$ cat src/rtl/sipo_frame_receiver.sv
// sipo_frame_receiver: framed, LSB-first serial-in/parallel-out receiver.
// Samples sdin only on clk edges with tick=1 and hands each good word to the
// consumer through a data_valid/ack handshake. It flags framing errors and
// overruns.
// Optional feature macro: SIPO_PARITY_EN adds one even-parity bit between the
// data bits and the stop bit, and drives parity_err.
module sipo_frame_receiver #(
    parameter int WIDTH = 8
) (
    input  logic             clk,
    input  logic             rst,
    input  logic             tick,
    input  logic             sdin,
    input  logic             ack,
    output logic [WIDTH-1:0] data,
    output logic             data_valid,
    output logic             frame_err,
    output logic             overrun,
    output logic             parity_err,
    output logic             busy
);

    localparam int CNT_W = $clog2(WIDTH) + 1;
    localparam logic [CNT_W-1:0] LAST_BIT = CNT_W'(WIDTH - 1);

    typedef enum logic [1:0] {
        S_IDLE   = 2'd0,
        S_DATA   = 2'd1,
`ifdef SIPO_PARITY_EN
        S_PARITY = 2'd3,
`endif
        S_STOP   = 2'd2
    } state_t;

    state_t           r_state;
    state_t           w_next;
    logic [CNT_W-1:0] r_bit_cnt;
    logic [WIDTH-1:0] r_sr;
    logic [WIDTH-1:0] r_data;
    logic             r_data_valid;
    logic             r_frame_err;
    logic             r_overrun;

`ifdef SIPO_PARITY_EN
    logic             r_par_bit;
    logic             r_parity_err;
    logic             w_par_bad;

    // Even parity: data bits XOR parity bit must be 0 for a good frame.
    assign w_par_bad  = (^r_sr) ^ r_par_bit;
    assign parity_err = r_parity_err;
`else
    assign parity_err = 1'b0;
`endif

    assign data       = r_data;
    assign data_valid = r_data_valid;
    assign frame_err  = r_frame_err;
    assign overrun    = r_overrun;
    assign busy       = (r_state != S_IDLE);

    // State register; a reset mid-frame drops straight back to IDLE.
    always_ff @(posedge clk or posedge rst) begin
        if (rst) begin
            r_state <= S_IDLE;
        end else begin
            r_state <= w_next;
        end
    end

    // Next-state logic; every transition is gated by the bit-rate tick.
    always_comb begin
        w_next = r_state;
        case (r_state)
            S_IDLE: begin
                if (tick && !sdin) begin
                    w_next = S_DATA;
                end
            end
            S_DATA: begin
                if (tick && (r_bit_cnt == LAST_BIT)) begin
`ifdef SIPO_PARITY_EN
                    w_next = S_PARITY;
`else
                    w_next = S_STOP;
`endif
                end
            end
`ifdef SIPO_PARITY_EN
            S_PARITY: begin
                if (tick) begin
                    w_next = S_STOP;
                end
            end
`endif
            S_STOP: begin
                if (tick) begin
                    w_next = S_IDLE;
                end
            end
            default: w_next = S_IDLE;
        endcase
    end

    // Datapath: shifting, word hand-off, handshake and error flags.
    always_ff @(posedge clk or posedge rst) begin
        if (rst) begin
            r_bit_cnt    <= '0;
            r_sr         <= '0;
            r_data       <= '0;
            r_data_valid <= 1'b0;
            r_frame_err  <= 1'b0;
            r_overrun    <= 1'b0;
`ifdef SIPO_PARITY_EN
            r_par_bit    <= 1'b0;
            r_parity_err <= 1'b0;
`endif
        end else begin
            // Error flags are single-cycle pulses.
            r_frame_err <= 1'b0;
`ifdef SIPO_PARITY_EN
            r_parity_err <= 1'b0;
`endif
            // ack acts on any edge; an acceptance below on the same edge wins.
            if (ack) begin
                r_data_valid <= 1'b0;
            end
            case (r_state)
                S_IDLE: begin
                    if (tick && !sdin) begin
                        r_bit_cnt <= '0;
                    end
                end
                S_DATA: begin
                    if (tick) begin
                        r_sr      <= {sdin, r_sr[WIDTH-1:1]};
                        r_bit_cnt <= r_bit_cnt + 1'b1;
                    end
                end
`ifdef SIPO_PARITY_EN
                S_PARITY: begin
                    if (tick) begin
                        r_par_bit <= sdin;
                    end
                end
`endif
                S_STOP: begin
                    if (tick) begin
                        if (!sdin) begin
                            r_frame_err <= 1'b1;
                        end
`ifdef SIPO_PARITY_EN
                        else if (w_par_bad) begin
                            r_parity_err <= 1'b1;
                        end
`endif
                        else begin
                            r_data       <= r_sr;
                            r_data_valid <= 1'b1;
                            // Old word not yet taken and not taken now: lost.
                            if (r_data_valid && !ack) begin
                                r_overrun <= 1'b1;
                            end
                        end
                    end
                end
                default: ;
            endcase
        end
    end

endmodule

$ cat config.mk
export PLATFORM = sky130hd
export DESIGN_NAME = sipo_frame_receiver
export DESIGN_NICKNAME = d
export VERILOG_FILES = /design/src/rtl/sipo_frame_receiver.sv
export SDC_FILE = /design/constraint.sdc
export NUM_CORES = 1
export LEC_CHECK = 0
export ABC_CLOCK_PERIOD_IN_PS = 1600
export CORE_ASPECT_RATIO = 1.75
export CORE_UTILIZATION = 40
export DETAILED_ROUTE_END_ITERATION = 8
export GPL_TIMING_DRIVEN = 0
export PLACE_DENSITY = 0.6
export SLEW_MARGIN = 20
export SYNTH_ARGS = -nofsm -noshare
export SYNTH_HDL_FRONTEND = slang
export SYNTH_SLANG_ARGS = --single-unit
$ cat constraint.sdc
create_clock -name clk -period 1.6 [get_ports clk]
set_input_delay 0.16 -clock clk [delete_from_list [all_inputs] [get_ports clk]]
set_output_delay 0.16 -clock clk [all_outputs]
set_load 0.03 [all_outputs]
==> impl_results.md, run 1 <==
- CTS Buf Count: 3
- Non-Filler Instances: 123
- WP data required: 1440 ps
- Combinational power share: 0.341
- Residual DRC: 0
- CP Class: reg2out
- Skew final: 1.99 ps
- DRT Wirelength: 1670 µm
- Post-route ant nets: 0
- Rel. slew slack: 0.404
- Synth Net Count: 83
- Io pins: 18
- Critical Path Slowest Stage Cell: clkdlybuf4s50_1
- Tightest Hold Check Type: in2async
- Final Max Slew Viols: 0
- Setup ws final: 162 ps
- CP Capture Type: primary output
- Fmax: 0.695 GHz
- Int Pwr: 1.34 mW
- Post-synth EDFFs: 0
- Yosys top cell by area: dfrtp_1
- Mapped Area: 1100 µm²
- Status: complete, no violations
- Crit path max-delay family: buffers and inverters
- Initial Util: 0.430
- Hold buffer count at cts: 0
- Sequential share of power: 0.481
- Net Sw Power: 0.616 mW
- CP max FO: 2
- Fraction of layout cells with a size suffix above 1: 0.289
- Final critical-path share of the clock period: 0.899
- Chip width: 41.6 µm
- Deepest clock path buffer count: 2
- Ant. Diodes: 0
- Worst hold slack: 387 ps
- Placed inst area: 1290 µm²
- Cells after Synth: 77
- Mean Syn Cell Area: 14.3 µm²
- Routability Congestion: 0.686
- CTS clk-pin slew, worst paths: 80 ps
- Ys flop type: dfrtp_1
- Leakage Power: 0.632 nW
- CTS tree: built
- Placed Instances: 119
- Pre-CTS setup slack: -37.3 ps
- Worst path buffer plus inverter count: 1
- Total power: 1.96 mW
- Layout Cell Area excl Fill: 1330 µm²
- Avg WL per Cell: 13.6 µm
- Post-CTS setup buffer count: 0
- Clock power frac: 0.179
- Root Buffer: clkbuf_8
- Met2 usage: 0.212
- Via/cell ratio: 5.39
- Fin crit period: 1440 ps
- Gr ovfl total: 0
- Area delta synth->final: 21.3%
- Post-synthesis async set-or-reset flop share: 1.00
- Worst-margin pin slew: 892 ps
- Post-DP HPWL: 1250 µm
- Ranking of synthesized cells by area: dfrtp_1 (57%), mux2_4 (9.6%), mux2_2 (7.2%), nand4_4 (1.9%), nand2_8 (1.8%)
- Sequential element share of the synthesized area: 0.570
- Clk_lat worst skew: 260 ps
- Synth unique cells: 33
- Nets: 104
- Synthesized flop and latch total: 25
- Met1 GRT Util: 0.160
- Antenna violations before repair: 0
- Port bufs: 16
- Largest stage delay on the critical path: 670 ps
- Vias in the first global route: 676
- Busiest grt layer: met2
- Via count: 663
- Critical path data arrival time: 1280 ps
- RSZ-0062 raised after global routing: no
- Top-area cell type share of the netlist area: 0.570
- Placeable Area: 2550 µm²
- Height of the chip: 71.3 µm
- Setup Viol. Count Final: 0
- Critical path launch point type: register
- PwrDens: 1470 nW/µm²
- Global Route Usage Sum: 0.125
- First-pass DRT Iterations: 1
- Std-Cell Rows: 24
- First-pass GRT wire length: 2910 µm
- Peak VDD IR: 0.862 mV
- Met3 GRT Util: 0.0151
- CP Cell Sequence: clkdlybuf4s50_1
- Clock sinks: 25
- MaxCap Viol Count: 0
- Sw Share: 0.314
- Largest net degree at the start of global routing: 26
- Initial DRC count: 0
- Yosys Warn Count: 0
- Final hold viol count: 0
- Die area: 2960 µm²
- H-tree Lvls: 1
-- logic make-up after synthesis --
family | synth area share
AND/OR/NAND/NOR | 0.115
other | 0.00342
buffers and inverters | 0.0308
flip-flops | 0.570
multiplexers | 0.187
adder cells (fa/ha/maj) | 0.0114
AO/OA/AOI/OAI | 0.0821
-- metal layers --
layer | wire, µm | vias to the layer above
li1 | - | 315
met1 | 726 | 335
met2 | 881 | 11
met3 | 39 | 2
met4 | 19 | 0
met5 | 0 | -
-- flip-flops by register name (all words and copies together), names as in the netlist --
name and flops:
data 8, r_sr 8, r_bit_cnt 4, r_state 2, data_valid 1, frame_err 1
overrun 1
-- placed cells by master (no fill, tap or decap), types with 2 or more instances in the layout --
| master | instances |
|---|---|
| mux2_4 | 7 |
| o21ai_0 | 3 |
| nand2_1 | 3 |
| nand2b_1 | 2 |
| clkbuf_8 | 3 |
| a21oi_1 | 2 |
| dfrtp_1 | 25 |
| clkdlybuf4s50_1 | 15 |
| inv_1 | 3 |
| mux2_2 | 7 |
-- synth_stat cells (2+ instances only) --
library cell and count:
mux2_4 7, nand2_1 3, a21oi_1 2, mux2_2 7, inv_1 3, nand2b_1 2
dfrtp_1 25, o21ai_0 3
-- power groups by stage --
stage	registers (mW)	logic [mW]	clock network [mW]
floorplan	0.941	0.533	0
global placement	0.952	0.674	0
detailed placement	0.959	0.689	0
CTS	0.946	0.681	0.369
global route	0.964	0.734	0.382
finish	0.942	0.668	0.350
-- path summary, 6_finish.rpt --
path                                        startpoint                  end  slack [ps]  cells after the start
worst min register to register     overrun$_DFFE_PP0P_  overrun$_DFFE_PP0P_         480                      1
worst max-delay path               data[6]$_DFFE_PP0P_              data[6]         160                      1
worst min-delay path                               rst  data[7]$_DFFE_PP0P_         390                      2
min in group clk                   overrun$_DFFE_PP0P_  overrun$_DFFE_PP0P_         480                      1
worst max register to register  r_state[1]$_DFFE_PP0P_  r_sr[4]$_DFFE_PP0P_         270                      3
max in group asynchronous                          rst  data[2]$_DFFE_PP0P_         670                      2
-- through the flow --
stage | utilization | TNS (ps)
floorplan | - | 0
global route | 0.522 | 0
detailed placement | 0.505 | -214
finish | 0.522 | 0
global placement | 0.505 | -267
CTS | 0.523 | 0
-- cell type report --
class                      count  area, µm²
timing repair buffer          16        155
tap                           26       32.5
buffer                         2       18.8
sequential                    25        626
inverter                       4       15.0
clock inverter                 1       5.00
multi-input combinational     46        438
fill                         220       1220
clock buffer                   3       41.3
-- what timing repair did --
action                                  in CTS  in global routing
pin swaps                                    0                  0
resized for setup                            1                  2
endpoints found under the setup margin       1                  1
Power figures use the tool's default switching activity.
==> run 2: changes to the inputs <==
--- a/config.mk
+++ b/config.mk
@@ -5,12 +5,14 @@
 export SDC_FILE = /design/constraint.sdc
 export NUM_CORES = 1
 export LEC_CHECK = 0
-export ABC_CLOCK_PERIOD_IN_PS = 1600
+export ABC_CLOCK_PERIOD_IN_PS = 1200
+export CELL_PAD_IN_SITES_DETAIL_PLACEMENT = 1
+export CELL_PAD_IN_SITES_GLOBAL_PLACEMENT = 2
 export CORE_ASPECT_RATIO = 1.75
-export CORE_UTILIZATION = 40
+export CORE_UTILIZATION = 32
 export DETAILED_ROUTE_END_ITERATION = 8
 export GPL_TIMING_DRIVEN = 0
-export PLACE_DENSITY = 0.6
+export PLACE_DENSITY = 0.7
 export SLEW_MARGIN = 20
 export SYNTH_ARGS = -nofsm -noshare
 export SYNTH_HDL_FRONTEND = slang
==> constraint.sdc (replaced) <==
create_clock -name clk -period 1.2 [get_ports clk]
set_input_delay 0.12 -clock clk [delete_from_list [all_inputs] [get_ports clk]]
set_output_delay 0.12 -clock clk [all_outputs]
set_load 0.03 [all_outputs]
==> run 2 against run 1 <==
Compared with the run above: the run now ends with negative setup slack left; flip-flop and latch count unchanged; sequential share of layout area down 4.7 points; utilization decreased by 5.9 points; clock power is 37% higher; largest cell class unchanged; largest power group unchanged.
==> impl_results.md, run 2 (same netlist as run 1, synthesis figures left out) <==
- Status: finished, violations left
- Failing checks: negative setup slack
- Leakage Power: 0.753 nW (+19%)
- Critical path launch point type: register
- Fmax: 0.780 GHz
- Die area: 3680 µm² (+24%)
- Clock sinks: 25 (unchanged)
- Largest net degree at the start of global routing: 26 (unchanged)
- Fin crit period: 1280 ps
- Fraction of layout cells with a size suffix above 1: 0.390 (+0.102)
- Final hold viol count: 0 (unchanged)
- Critical path data arrival time: 1430 ps (+150 ps)
- Placeable Area: 3210 µm² (+26%)
- Port bufs: 16 (unchanged)
- First-pass DRT Iterations: 2 (+1)
- Setup ws final: -81.5 ps (-243 ps)
- Std-Cell Rows: 27 (+13%)
- Height of the chip: 79.5 µm (+11%)
- RSZ-0062 raised after global routing: yes
- Vias in the first global route: 779 (+15%)
- Peak VDD IR: 0.865 mV (+0.40%)
- Final critical-path share of the clock period: 1.07
- Chip width: 46.3 µm (+11%)
- Routability Congestion: 0.788 (+15%)
- WP data required: 1350 ps (-90 ps)
- Worst-margin pin slew: 545 ps (-348 ps)
- MaxCap Viol Count: 0 (unchanged)
- Initial DRC count: 8 (+8)
- Final Util: 0.462 (-0.0592)
- Skew final: 3.24 ps (+1.25 ps)
- CP max FO: 9 (+7)
- Area delta synth->final: 35.2%
- Io pins: 18 (unchanged)
- Gr ovfl total: 0 (unchanged)
- Via count: 726 (+9.5%)
- Avg WL per Cell: 15.4 µm (+14%)
- CTS clk-pin slew, worst paths: 80 ps (about the same)
- First-pass GRT wire length: 3770 µm (+29%)
- Post-DP HPWL: 1540 µm (+24%)
- Nets: 112 (+7.7%)
- Global Route Usage Sum: 0.142 (+0.0171)
- PwrDens: 1880 nW/µm² (+28%)
- Most frequent cells in the layout: dfrtp_1 (23), mux2_4 (15), dlygate4sd2_1 (12)
- Final Max Slew Viols: 0 (unchanged)
- CP Class: reg2reg
- Initial Util: 0.342 (-0.0880)
- Post-route ant nets: 0 (unchanged)
- Setup TNS: -840 ps (-840 ps)
- CTS Buf Count: 3 (unchanged)
- Setup Viol. Count Final: 16 (+16)
- CP Capture Type: register
- Pre-CTS setup slack: -426 ps (-389 ps)
- Antenna violations before repair: 0 (unchanged)
- H-tree Lvls: 1 (unchanged)
- Tightest Hold Check Type: in2async
- DRT Wirelength: 2280 µm (+37%)
- Residual DRC: 0 (unchanged)
- Fill cell count: 346 (+57%)
- CTS tree: built
- Most common cell after layout, fill and taps aside: dfrtp_1
- Hold buffer count at cts: 0 (unchanged)
- Deepest clock path buffer count: 2 (unchanged)
- Ant. Diodes: 0 (unchanged)
- Rel. slew slack: 0.636 (+0.232)
- Root Buffer: clkbuf_8
- Clk_lat worst skew: 260 ps (about the same)
- Via/cell ratio: 4.91 (-9.0%)
run 2: cell count changes in the layout (fill, tap and decap cells not counted), sizes merged:
cell | previous run | this run
clkinvlp | 0 | 1
buf | 2 | 11
inv | 4 | 2
dlygate4sd2 | 0 | 12
clkdlybuf4s50 | 15 | 3
run 2: layout make-up:
class | instances | area (µm²) | share of cell area
Buffer | 1 | 7.51 | 0.00506
Clock buffer | 4 | 45.0 | 0.0304
Inverter | 4 | 23.8 | 0.0160
Multi-Input combinational cell | 46 | 480 | 0.324
Sequential cell | 25 | 628 | 0.423
Tap cell | 43 | 53.8 | 0.0363
Timing Repair Buffer | 25 | 245 | 0.165
run 2: through the flow:
| stage | total power, mW | instances | hold slack (ps) | area [µm²] |
|---|---|---|---|---|
| finish | 2.79 | 148 | 247 | 1480 |
| global route | 2.97 | 148 | 297 | 1480 |
| CTS | 2.82 | 149 | 377 | 1450 |
| detailed placement | 2.23 | 136 | 475 | 1310 |
| global placement | 2.19 | 136 | 463 | 1310 |
| floorplan | 1.97 | 77 | 147 | 1100 |
run 2: per-layer routing:
metal  vias up  global-route usage  share of wire
li1        329                   -              -
met1       382               0.165           0.41
met2        13               0.249           0.57
met3         2              0.0204          0.018
met4         0              0.0529         0.0083
met5         -                   0              0
run 2: report_power, final:
| part | total [mW] | switching, mW | internal (mW) |
|---|---|---|---|
| combinational | 1.01 | 0.452 | 0.562 |
| clock | 0.479 | 0.243 | 0.237 |
| sequential | 1.30 | 0.222 | 1.08 |
run 2: worst paths after layout:
path	depth (start not counted)	startpoint	slack [ps]	to
worst max-delay path	3	r_state[1]$_DFFE_PP0P_	-80	r_sr[3]$_DFFE_PP0P_
worst min-delay path	2	rst	250	r_sr[0]$_DFFE_PP0P_
worst max register to register	3	r_state[1]$_DFFE_PP0P_	-80	r_sr[3]$_DFFE_PP0P_
worst min register to register	1	overrun$_DFFE_PP0P_	490	overrun$_DFFE_PP0P_
max in group asynchronous	2	rst	610	r_state[0]$_DFFE_PP0P_
min in group clk	2	tick	390	r_state[1]$_DFFE_PP0P_
run 2: critical path: stages (launching register included):
cell,delay [ps]
dfrtp_2,440
and2b_4,310
nand2_8,100
mux2_4,310
run 2: timing repair:
action / CTS / global route
buffers inserted: 9 / 0
resized for setup: 29 / 14
pin swaps: 3 / 4
setup endpoints to repair: 31 / 24
==> run 3: changes to the inputs <==
==> config.mk (replaced) <==
export PLATFORM = sky130hd
export DESIGN_NAME = sipo_frame_receiver
export DESIGN_NICKNAME = d
export VERILOG_FILES = /design/src/rtl/sipo_frame_receiver.sv
export SDC_FILE = /design/constraint.sdc
export NUM_CORES = 1
export LEC_CHECK = 0
export ABC_CLOCK_PERIOD_IN_PS = 1480
export CELL_PAD_IN_SITES_DETAIL_PLACEMENT = 1
export CELL_PAD_IN_SITES_GLOBAL_PLACEMENT = 2
export CORE_UTILIZATION = 38
export DETAILED_ROUTE_END_ITERATION = 8
export GPL_TIMING_DRIVEN = 0
export PLACE_DENSITY = 0.78
export SLEW_MARGIN = 20
export SYNTH_ARGS = -nofsm -noshare
export SYNTH_HDL_FRONTEND = slang
export SYNTH_SLANG_ARGS = --single-unit
export TNS_END_PERCENT = 5
==> constraint.sdc (replaced) <==
create_clock -name clk -period 1.48 [get_ports clk]
set_input_delay 0.148 -clock clk [delete_from_list [all_inputs] [get_ports clk]]
set_output_delay 0.148 -clock clk [all_outputs]
set_load 0.03 [all_outputs]
==> run 3 against run 2 <==
Compared with the run above: via count down 7.2%; the flow now finishes without violations; cell count decreased by 13%; combinational power decreased by 25%; highest routed layer unchanged; hold slack better by 80 ps; total power down 25%; critical path type is now reg2out; register-to-register slack better by 220 ps; largest power group unchanged; first-iteration DRC count is the same.
==> impl_results.md, run 3 (same netlist as run 1, synthesis figures left out) <==
- Post-route ant nets: 0 (unchanged)
- WP data required: 1330 ps (-20 ps)
- MaxCap Viol Count: 0 (unchanged)
- Height of the chip: 55.7 µm (-30%)
- Post-DP HPWL: 1340 µm (-13%)
- Clock sinks: 25 (unchanged)
- Sw Share: 0.333 (+0.00472)
- Most common cell after layout, fill and taps aside: dfrtp_1
- Initial DRC count: 8 (unchanged)
- Final hold viol count: 0 (unchanged)
- Combinational power share: 0.365 (+0.002)
- H-tree Lvls: 1 (unchanged)
- Net Sw Power: 0.696 mW (-24%)
- Area delta synth->final: 20.4%
- Status: complete, no violations
- Deepest clock path buffer count: 2 (unchanged)
- Final Util: 0.483 (+0.0209)
- Sequential share of power: 0.487 (+0.022)
- Fill cell count: 278 (-20%)
- Chip width: 55.7 µm (+20%)
- Tightest Hold Check Type: in2async
- Initial Util: 0.401 (+0.0595)
- CTS tree: built
- CTS Buf Count: 3 (unchanged)
- CP max FO: 5 (-4)
- Peak VDD IR: 0.718 mV (-17%)
- Fmax: 0.704 GHz
- Nets: 105 (-6.3%)
- Total power: 2.09 mW (-25%)
- Final critical-path share of the clock period: 0.960
- Fraction of layout cells with a size suffix above 1: 0.296 (-0.0946)
- Port bufs: 16 (unchanged)
- CTS clk-pin slew, worst paths: 140 ps (+60 ps)
- Gr ovfl total: 0 (unchanged)
- DRT Wirelength: 1840 µm (-19%)
- Most frequent cells in the layout: dfrtp_1 (25), dlygate4sd2_1 (11), mux2_4 (7), mux2_2 (7), clkdlybuf4s50_1 (4)
- CP Class: reg2out
- Largest net degree at the start of global routing: 26 (unchanged)
- Via/cell ratio: 5.22 (+6.5%)
- Final Max Slew Viols: 0 (unchanged)
- Placeable Area: 2730 µm² (-15%)
- Rel. slew slack: 0.375 (-0.262)
- RSZ-0062 raised after global routing: no
- Io pins: 18 (unchanged)
- Worst-margin pin slew: 937 ps (+393 ps)
- Antenna violations before repair: 0 (unchanged)
- Critical path launch point type: register
- CP Capture Type: primary output
- Hold buffer count at cts: 0 (unchanged)
- Avg WL per Cell: 14.2 µm (-7.6%)
- Skew final: 1.34 ps (-1.90 ps)
- Via count: 674 (-7.2%)
- Die area: 3110 µm² (-16%)
- First-pass DRT Iterations: 3 (+1)
- PwrDens: 1580 nW/µm² (-16%)
- Leakage Power: 0.680 nW (-9.7%)
- Std-Cell Rows: 19 (-30%)
- Ant. Diodes: 0 (unchanged)
- Residual DRC: 0 (unchanged)
- Routability Congestion: 0.729 (-7.5%)
- Global Route Usage Sum: 0.138 (-0.00449)
- Fin crit period: 1420 ps
- Clock power frac: 0.148 (-0.024)
- First-pass GRT wire length: 3360 µm (-11%)
- Setup TNS: 0 ps (+840 ps)
- Setup Viol. Count Final: 0 (-16)
- Clk_lat worst skew: 310 ps (+50 ps)
- Critical path data arrival time: 1270 ps (-160 ps)
- Root Buffer: clkbuf_4
- Int Pwr: 1.39 mW (-26%)
- Vias in the first global route: 717 (-8.0%)
## run 3: cell type report
class,instances,area (µm²),area share
multi-input combinational,46,438,0.331
clock buffer,3,22.5,0.0170
timing repair buffer,17,155,0.117
tap,31,38.8,0.0294
sequential,25,626,0.473
inverter,4,15.0,0.0114
clock inverter,1,7.51,0.00568
buffer,2,18.8,0.0142
## run 3: metal layers
metal | global-route usage | share of wire
met1 | 0.186 | 0.46
met2 | 0.220 | 0.50
met3 | 0.0256 | 0.034
met4 | 0.0536 | 0.0071
met5 | 0 | 0
## run 3: power by group through the flow
stage	clock (mW)	sequential, mW	combinational [mW]
floorplan	0	1.02	0.576
global placement	0	1.03	0.737
finish	0.308	1.02	0.761
global route	0.352	1.05	0.832
detailed placement	0	1.04	0.753
CTS	0.333	1.02	0.755
## run 3: path summary, 6_finish.rpt
check	from	to	slack, ps	depth (start not counted)
worst max-delay path	r_state[0]$_DFFE_PP0P_	busy	60	3
worst min-delay path	rst	r_sr[6]$_DFFE_PP0P_	330	2
worst max register to register	r_state[1]$_DFFE_PP0P_	r_sr[3]$_DFFE_PP0P_	140	3
worst min register to register	overrun$_DFFE_PP0P_	overrun$_DFFE_PP0P_	490	1
max in group asynchronous	rst	r_bit_cnt[2]$_DFFE_PP0P_	590	2
min in group clk	ack	data_valid$_DFF_PP0_	480	3
## run 3: stage by stage
step | hold WS [ps] | area [µm²] | setup slack (ps) | instances
6_report | 327 | 1320 | 58.8 | 129
3_3_place_gp | 459 | 1300 | -157 | 124
4_1_cts | 357 | 1310 | 6.63 | 128
3_5_place_dp | 463 | 1300 | -153 | 124
5_1_grt | 418 | 1320 | 12.5 | 129
2_1_floorplan | 175 | 1100 | 240 | 77
## run 3: repair_timing
action / CTS / global route
buffers inserted: 0 / 1
gates resized for setup: 18 / 0
setup endpoints to repair: 12 / 1
## run 3: worst max-delay path, stage by stage, from the launching register on
cell,delay (ps)
dfrtp_1,400
buf_6,120
or2_2,300
buf_6,140
